**src/rtl/mm_pkg.sv**
```systemverilog
// Shared types and constants for the matrix-processor result path.
// Rounding in c_tile_drain is enabled by defining C_TILE_DRAIN_ROUND_EN.
package mm_pkg;

    typedef enum logic {
        IDLE,
        DRAIN
    } drain_state_e;

    localparam int DEF_DATA_WIDTH = 8;
    localparam int DEF_B_N        = 4;
    localparam int DEF_N          = 1 << DEF_B_N;
    localparam int DEF_LANES      = 4;
    localparam int BEATS_PER_VEC  = DEF_N / DEF_LANES;

    // Processor accumulator width for a given output word width.
    function automatic int c_data_width(input int dw);
        return 2 * dw + 16;
    endfunction

endpackage

```
**src/rtl/c_tile_drain_requant_lane.sv**
```systemverilog
// Combinational requantizer for one C word: right shift, optional round-half-up
// (C_TILE_DRAIN_ROUND_EN), unsigned saturation to DATA_WIDTH.
module requant_lane #(
    parameter int DATA_WIDTH   = 8,
    parameter int C_DATA_WIDTH = 32,
    parameter int SHIFT_BITS   = 5
) (
    input  logic [C_DATA_WIDTH-1:0] x,
    input  logic [SHIFT_BITS-1:0]   shift,
    output logic [DATA_WIDTH-1:0]   y,
    output logic                    sat
);

    localparam int SW = C_DATA_WIDTH + 1;

    logic [SW-1:0] sum;
    logic [SW-1:0] shifted;

`ifdef C_TILE_DRAIN_ROUND_EN
    logic [SW-1:0] rnd;

    always_comb begin
        rnd = '0;
        if (shift != '0) begin
            rnd = SW'(1) << (shift - SHIFT_BITS'(1));
        end
    end

    assign sum = {1'b0, x} + rnd;
`else
    assign sum = {1'b0, x};
`endif

    assign shifted = sum >> shift;
    assign sat     = |shifted[SW-1:DATA_WIDTH];
    assign y       = sat ? '1 : shifted[DATA_WIDTH-1:0];

endmodule

```
**src/rtl/c_tile_drain.sv**
```systemverilog
// Drain stage: accepts one N-word C vector per handshake, requantizes it and
// re-emits it as LANES-wide framed beats. Rounding: C_TILE_DRAIN_ROUND_EN.
module c_tile_drain
    import mm_pkg::*;
#(
    parameter int DATA_WIDTH   = 8,
    parameter int B_N          = 4,
    parameter int N            = 1 << B_N,
    parameter int C_DATA_WIDTH = c_data_width(DATA_WIDTH),
    parameter int LANES        = 4,
    parameter int SHIFT_BITS   = 5
) (
    input  logic                                clk,
    input  logic                                reset_n,
    input  logic                                dir_cfg,
    input  logic [SHIFT_BITS-1:0]               shift_amt,
    input  logic                                c_valid,
    output logic                                c_ready,
    output logic                                output_by_row,
    input  logic [N-1:0][C_DATA_WIDTH-1:0]      c_data,
    output logic                                m_valid,
    input  logic                                m_ready,
    output logic [LANES-1:0][DATA_WIDTH-1:0]    m_data,
    output logic                                m_last,
    output logic [B_N-1:0]                      m_vec_idx,
    output logic                                sat_flag,
    output logic                                busy
);

    localparam int BEATS = N / LANES;
    localparam int LW    = (BEATS > 1) ? $clog2(BEATS) : 1;

    if (N % LANES != 0) begin : g_chk_lanes
        $error("c_tile_drain: N must be a multiple of LANES");
    end
    if ((1 << SHIFT_BITS) > C_DATA_WIDTH) begin : g_chk_shift
        $error("c_tile_drain: 2**SHIFT_BITS must not exceed C_DATA_WIDTH");
    end

    drain_state_e state;

    logic [B_N-1:0]                               vec_cnt;
    logic [B_N-1:0]                               acc_idx;
    logic [LW-1:0]                                lane_cnt;
    logic                                         dir_reg;
    logic [SHIFT_BITS-1:0]                        shift_reg;
    logic [SHIFT_BITS-1:0]                        eff_shift;
    logic                                         sat_reg;
    logic [BEATS-1:0][LANES-1:0][DATA_WIDTH-1:0]  vbuf;
    logic [N-1:0][DATA_WIDTH-1:0]                 q_words;
    logic [N-1:0]                                 q_sat;
    logic                                         final_lane;
    logic                                         beat_hs;
    logic                                         accept;
    logic                                         first_acc;

    assign final_lane = (lane_cnt == LW'(BEATS - 1));
    assign beat_hs    = (state == DRAIN) && m_ready;
    assign c_ready    = (state == IDLE) || (beat_hs && final_lane);
    assign accept     = c_valid && c_ready;

    // Index the next accepted vector will take: in DRAIN it follows the one
    // being drained, so a back-to-back tile starts while vec_cnt is still N-1.
    assign acc_idx       = (state == DRAIN) ? vec_cnt + B_N'(1) : vec_cnt;
    assign first_acc     = (acc_idx == '0);
    assign eff_shift     = first_acc ? shift_amt : shift_reg;
    assign output_by_row = first_acc ? dir_cfg : dir_reg;

    for (genvar g = 0; g < N; g++) begin : g_lane
        requant_lane #(
            .DATA_WIDTH  (DATA_WIDTH),
            .C_DATA_WIDTH(C_DATA_WIDTH),
            .SHIFT_BITS  (SHIFT_BITS)
        ) u_requant (
            .x    (c_data[g]),
            .shift(eff_shift),
            .y    (q_words[g]),
            .sat  (q_sat[g])
        );
    end

    always_ff @(posedge clk or negedge reset_n) begin
        if (!reset_n) begin
            state     <= IDLE;
            vec_cnt   <= '0;
            lane_cnt  <= '0;
            dir_reg   <= 1'b0;
            shift_reg <= '0;
            sat_reg   <= 1'b0;
            vbuf      <= '0;
        end else begin
            if (beat_hs) begin
                if (final_lane) begin
                    lane_cnt <= '0;
                    vec_cnt  <= vec_cnt + B_N'(1);
                    state    <= IDLE;
                end else begin
                    lane_cnt <= lane_cnt + LW'(1);
                end
            end
            if (accept) begin
                vbuf     <= q_words;
                lane_cnt <= '0;
                state    <= DRAIN;
                if (first_acc) begin
                    dir_reg   <= dir_cfg;
                    shift_reg <= shift_amt;
                    sat_reg   <= |q_sat;
                end else begin
                    sat_reg <= sat_reg | (|q_sat);
                end
            end
        end
    end

    assign m_valid   = (state == DRAIN);
    assign m_data    = vbuf[lane_cnt];
    assign m_last    = m_valid && (vec_cnt == B_N'(N - 1)) && final_lane;
    assign m_vec_idx = vec_cnt;
    assign sat_flag  = sat_reg;
    assign busy      = (vec_cnt != '0) || (state == DRAIN);

endmodule
```
**config.mk**
```make
export PLATFORM = sky130hd
export DESIGN_NAME = c_tile_drain
export DESIGN_NICKNAME = d
export VERILOG_FILES = /design/src/rtl/mm_pkg.sv /design/src/rtl/c_tile_drain_requant_lane.sv /design/src/rtl/c_tile_drain.sv
export SDC_FILE = /design/constraint.sdc
export NUM_CORES = 2
export LEC_CHECK = 0
export CORE_MARGIN = 8
export CORE_UTILIZATION = 57
export DETAILED_ROUTE_END_ITERATION = 8
export PLACE_DENSITY = 0.84
export SLEW_MARGIN = 10
export SYNTH_ARGS = -nofsm -noshare
export SYNTH_HDL_FRONTEND = slang
export SYNTH_HIERARCHICAL = 1
export SYNTH_SLANG_ARGS = --single-unit
```
**constraint.sdc**
```tcl
create_clock -name clk -period 5.9 [get_ports clk]
set_clock_uncertainty 0.1 [all_clocks]
set_input_delay 1.18 -clock clk [delete_from_list [all_inputs] [get_ports clk]]
set_output_delay 1.18 -clock clk [all_outputs]
set_load 0.05 [all_outputs]
```
# --- Yosys cells after proc, flatten, opt, wreduce, memory -nomap -nowiden ---
# Cells that the tools add are included.
word_totals:
  reg_bits: 142
  out_inout_bits: 42
  word_cells: 103
classes:
  add_sub_neg: 2
  n_lt_le_gt_ge: 1
  eq_ne: 2
  shifts: 16
  mux: 28
  bitwise_logic: 2
  reduce_logical: 30
op_table:
  columns: ["op", "count"]
  rows:
  - ["32-bit by 5-bit right shift with 33-bit output", 16]
  - ["25-bit OR reduction", 16]
  - ["400-bit OR reduction", 1]
  - ["8-bit 2-to-1 mux", 16]
  - ["32-bit binary-select mux with 2-bit select", 1]
  - ["32-bit 2-to-1 mux", 1]
  - ["2-bit 2-to-1 mux", 3]
  - ["1-bit logical AND", 5]
  - ["1-bit 2-to-1 mux", 5]
  - ["5-bit 2-to-1 mux", 1]
  - ["4-bit by 1-bit adder with 4-bit output, second input constant", 1]
  - ["4-bit equality test, second input constant", 1]
  - ["4-bit logical NOT", 1]
  - ["4-bit 2-to-1 mux", 1]
  - ["2-bit AND reduction", 2]
  - ["2-bit nonzero test", 2]
  - ["4-bit nonzero test", 1]
  - ["2-bit by 3-bit < comparator with 1-bit output, second input constant", 1]
  - ["2-bit by 1-bit adder with 2-bit output, second input constant", 1]
  - ["2-bit equality test, second input constant", 1]
  - ["1-bit logical OR", 2]
  - ["1-bit inverter", 1]
  - ["1-bit bitwise OR", 1]

# --- Logic depth before layout (Yosys ltp) ---
logic_depth:
  depth_word: 8
  mapped_depth: 19
  ltp_nobuf: 15

# --- Modules after synthesis ---
# Netlist, hierarchy kept.
modules_own_cells:
  columns: ["mod", "instances", "cells_per_inst", "area_per_inst_um2"]
  rows:
  - ["requant_lane", 16, 194, 1751.7]
  - ["c_tile_drain", 1, 384, 6382.4]

# --- Worst setup path after synthesis ---
# No wires, ideal clock.
synth_timing:
  kind: "register to register"
  startpoint: "reg vec_cnt[0], in the netlist m_vec_idx[0]"
  endpoint: "reg sat_reg, in the netlist sat_flag"
  t_arrival_ns: 4.787
  t_required_ns: 5.672
  slack_ns: 0.885
  path_stages_with_launch: 17
  synth_period_minus_slack_ns: 5.015
  path_cell_list: "dfrtp_1 -> inv_1 -> ha_1 -> and4bb_4 -> o21ai_2 -> nand2_2 -> mux2_2 -> buf_2 -> mux4_2 -> mux2_1 -> nor4_4 -> nand4_2 -> a221oi_4 -> o21bai_1 -> nor4_1 -> and4_1 -> o22ai_1"
synth_via:
  elab_chain_len: 8
  word_cells_on_any_way: 23
  cone_classes: "add/sub: 1; shift: 16; mux: 3; bitwise: 1; reduce/logical: 2"
synth_lines:
  columns: ["item", "line", "rtl"]
  rows:
  - ["start, declared", "c_tile_drain.sv:42", "logic [B_N-1:0] vec_cnt;"]
  - ["start signal, assigned", "c_tile_drain.sv:95", "vec_cnt <= vec_cnt + B_N'(1);"]
  - ["4-bit by 1-bit adder with 4-bit output", "c_tile_drain.sv:64", "assign acc_idx = (state == DRAIN) ? vec_cnt + B_N'(1) : vec_cnt;"]
  - ["4-bit 2-to-1 mux (*)", "c_tile_drain.sv:64", null]
  - ["4-bit logical NOT (*)", "c_tile_drain.sv:65", "assign first_acc = (acc_idx == '0);"]
  - ["5-bit 2-to-1 mux (*)", null, null]
  - ["via eff_shift[0]", "c_tile_drain.sv:47", "logic [SHIFT_BITS-1:0] eff_shift;"]
  - ["32-bit by 5-bit right shift with 33-bit output", "c_tile_drain_requant_lane.sv:34", "assign shifted = sum >> shift;"]
  - ["400-bit OR reduction (*)", "c_tile_drain.sv:108, c_tile_drain.sv:110", null]
  - ["1-bit bitwise OR", "c_tile_drain.sv:110", "sat_reg <= sat_reg | (|q_sat);"]
  - ["1-bit 2-to-1 mux (*)", "c_tile_drain.sv:105", "if (first_acc) begin"]
  - ["end signal, assigned", "c_tile_drain.sv:108", "sat_reg <= |q_sat;"]
  - ["end signal, assigned", "c_tile_drain.sv:110", null]
  - ["end, declared", "c_tile_drain.sv:48", "logic sat_reg;"]
# The timed path passes the listed nets; every way through them passes the cells marked *.
# A chain may end at the register's enable or synchronous reset.

# --- Worst setup path after layout ---
# Same ends and word-level chain as after synthesis.

==> run metrics <==
buffers added on ports 563; unrepaired setup endpoints after global routing no; critical register-to-register path startpoint m_vec_idx[0]; vias in the first global route 32600; Starting DRT DRC Count 4523; vias after detailed routing 33900; 1st-pass router iterations 8; global placer's final weighted congestion 0.986; transition at the pin with the smallest max-transition slack 1030 ps; clk_lat worst skew 440 ps; width of the die 262 um; Syn Nets 4013; share of final-layout standard cells stronger than drive strength 1 0.295; final standard cell utilization of the core 0.694; per-cell routed wire length 25.8 um; length in cells of the worst reg-to-reg path 18; average vias per placed instance 7.19; clock root buffer sky130_fd_sc_hd__clkbuf_16; hold_sp vbuf[124]; synthesized area per cell 9.87 um^2; async set-reset flop share out of synthesis 1.00; post-route non-filler standard cell count 4717; number of instances in the synthesized netlist 3488; commonest cells in the synthesized netlist sky130_fd_sc_hd__mux4_2 (464), sky130_fd_sc_hd__mux2_2 (412), sky130_fd_sc_hd__nand2_1 (387); Req. time, crit path 6070 ps; total congestion overflow 0; Post-synth top flop sky130_fd_sc_hd__dfrtp_1; Routed WL 122000 um; placed cell count 4649; top cell type's share of synthesized area 0.304; Num CTS Buffers 17; aggregate global-route resource usage 0.334; worst hold-check path type reg -> reg; number of hold violations in the final report 0; clock edge transition at the registers on the reported setup and hold paths 70 ps; maximum single-stage delay on the critical path 540 ps; data arrival time of the critical path 5780 ps; clk buf depth 2; final antenna-violating net count 0; pin count of the biggest net entering global routing 131; clock tree from TritonCTS built; starting density of the core 0.573; status completed; final HPWL from detailed placement 92600 um; standard-cell rows 90; count of different cell masters after synthesis 64; maximum achievable frequency 178 MHz; Rel. slew slack 0.311; Final period util 0.950; setup TNS 0 ps; Post-synth EDFFs 0; Final #Nets 4423; cell taking the most area after synthesis sky130_fd_sc_hd__mux4_2; htree depth 4; count of final setup violators 0; flip-flop and latch count after synthesis 142; post-route worst hold slack 398 ps; startpoint-to-endpoint class of the critical path reg -> reg; maximum fanout count along the critical path 25; critical path startpoint category register; combined area of all synthesized cells 0.0344 mm^2; most frequent cell after synthesis sky130_fd_sc_hd__mux4_2; Max stage delay cell, worst path sky130_fd_sc_hd__mux4_2; initial antenna violation count 35; area growth from synthesis to layout 21.0%; final number of max-transition violations 0; I/O pin total 564; part of the Yosys area used for sequential elements 0.103; endpoint of the most critical register-to-register path sat_flag; terminating pin of the worst hold path vbuf[124]; max reg flops 128; global-route wire length before repair 185000 um; fin crit period 5610 ps; Core Footprint 0.0600 mm^2; Hold Path Depth 1; reg2reg setup slack 290 ps; ordered cell list for the critical path inv_1 > ha_1 > and4bb_4 > o21ai_2 > nand2_4 > mux2_8 > buf_4 > buf_12 > mux4_2 > mux2_2 > nor4_1 > nand4b_1 > a221oi_4 > o21bai_1 > nor4_1 > buf_4 > and4_1 > o22ai_1; number of sinks driven by the clock tree 142; number of maximum-capacitance constraint violations 0; DRC violations left 0; kind of capture point of the worst setup path register; die span in y 262 um; main area contributors after synthesis sky130_fd_sc_hd__mux4_2 (30%), sky130_fd_sc_hd__mux2_2 (13%), sky130_fd_sc_hd__dfrtp_1 (10%); count of synthesis-stage warnings from yosys 6; DIE AREA 0.0685 mm^2
cells in the final DEF, fill, tap and decap left out, drive strengths merged, types with 17 or more instances in the layout:
cell	n
dfrtp	142
nor3b	32
inv	89
a22oi	112
a21oi	49
nor3	17
mux4	464
o31ai	17
nor2b	48
a211oi	64
nand3	67
a311oi	32
a22o	17
a221oi	32
o2111ai	33
diode	24
clkinv	37
mux2i	256
nor2	196
o211ai	32
a2111oi	48
o21ai	244
buf	153
nand2b	64
nand4	65
mux2	431
clkdlybuf4s50	562
clkbuf	19
nand2	389
nor4	36
critical path, delay by kind of cell, from the launching register on:
| family | cells | cell delay, ps |
|---|---|---|
| buffers and inverters | 4 | 650 |
| and+or+nand+nor | 6 | 1610 |
| adders and majority gates | 1 | 300 |
| DFF | 1 | 520 |
| muxes | 3 | 1240 |
| AOI/OAI and AO/OA | 4 | 1010 |
kinds of logic after synthesis:
| kind of cell | Yosys count | synth area share |
|---|---|---|
| xor+xnor | 3 | 0.000764 |
| fa+ha+maj | 3 | 0.00109 |
| simple gates | 970 | 0.146 |
| buf+inv | 444 | 0.0610 |
| mux | 1148 | 0.518 |
| flops | 142 | 0.103 |
| compound gates | 778 | 0.170 |
worst max-delay path by stage:
| stage | to | from | slack [ps] |
|---|---|---|---|
| 2_1_floorplan | sat_flag | m_vec_idx[0] | 890 |
| 3_3_place_gp | sat_flag | shift_amt[0] | 260 |
| 3_5_place_dp | sat_flag | shift_amt[0] | 130 |
| 4_1_cts | sat_flag | m_vec_idx[0] | 110 |
| 5_1_grt | sat_flag | m_vec_idx[0] | 100 |
| 6_report | sat_flag | m_vec_idx[0] | 290 |
routing by layer:
layer / track usage / part of all wire / vias up
li1: - / - / 14900
met1: 0.444 / 0.39 / 16500
met2: 0.535 / 0.47 / 2136
met3: 0.0663 / 0.10 / 340
met4: 0.131 / 0.041 / 24
met5: 0 / 0.0013 / -
repair_timing:
action | in CTS | in global routing
setup endpoints to repair | 0 | 1
hold buffers | 0 | 0
endpoints found under the hold margin | 0 | 0
buffers inserted | 0 | 9
resized for setup | 0 | 3
metrics by stage:
step / setup slack, ps / cell area [um^2]
after global placement: 259 / 40800
final: 293 / 41600
after detailed placement: 127 / 40800
after floorplan: 885 / 34400
after global routing: 104 / 41600
after CTS: 113 / 41400
cell type report:
cell class              instances  area [um^2]
clock buffers                  19          443
flip-flops and latches        142         3560
well taps                     782          978
inverters                     117          447
diodes                         24         60.1
fillers                      4404        18400
repair buffers                715         7120
multi-input cells            2905        28900
clock inverters                13          153
Power is not shown: default switching activity piles up to over one toggle a cycle in this logic, so the estimate is an artifact.
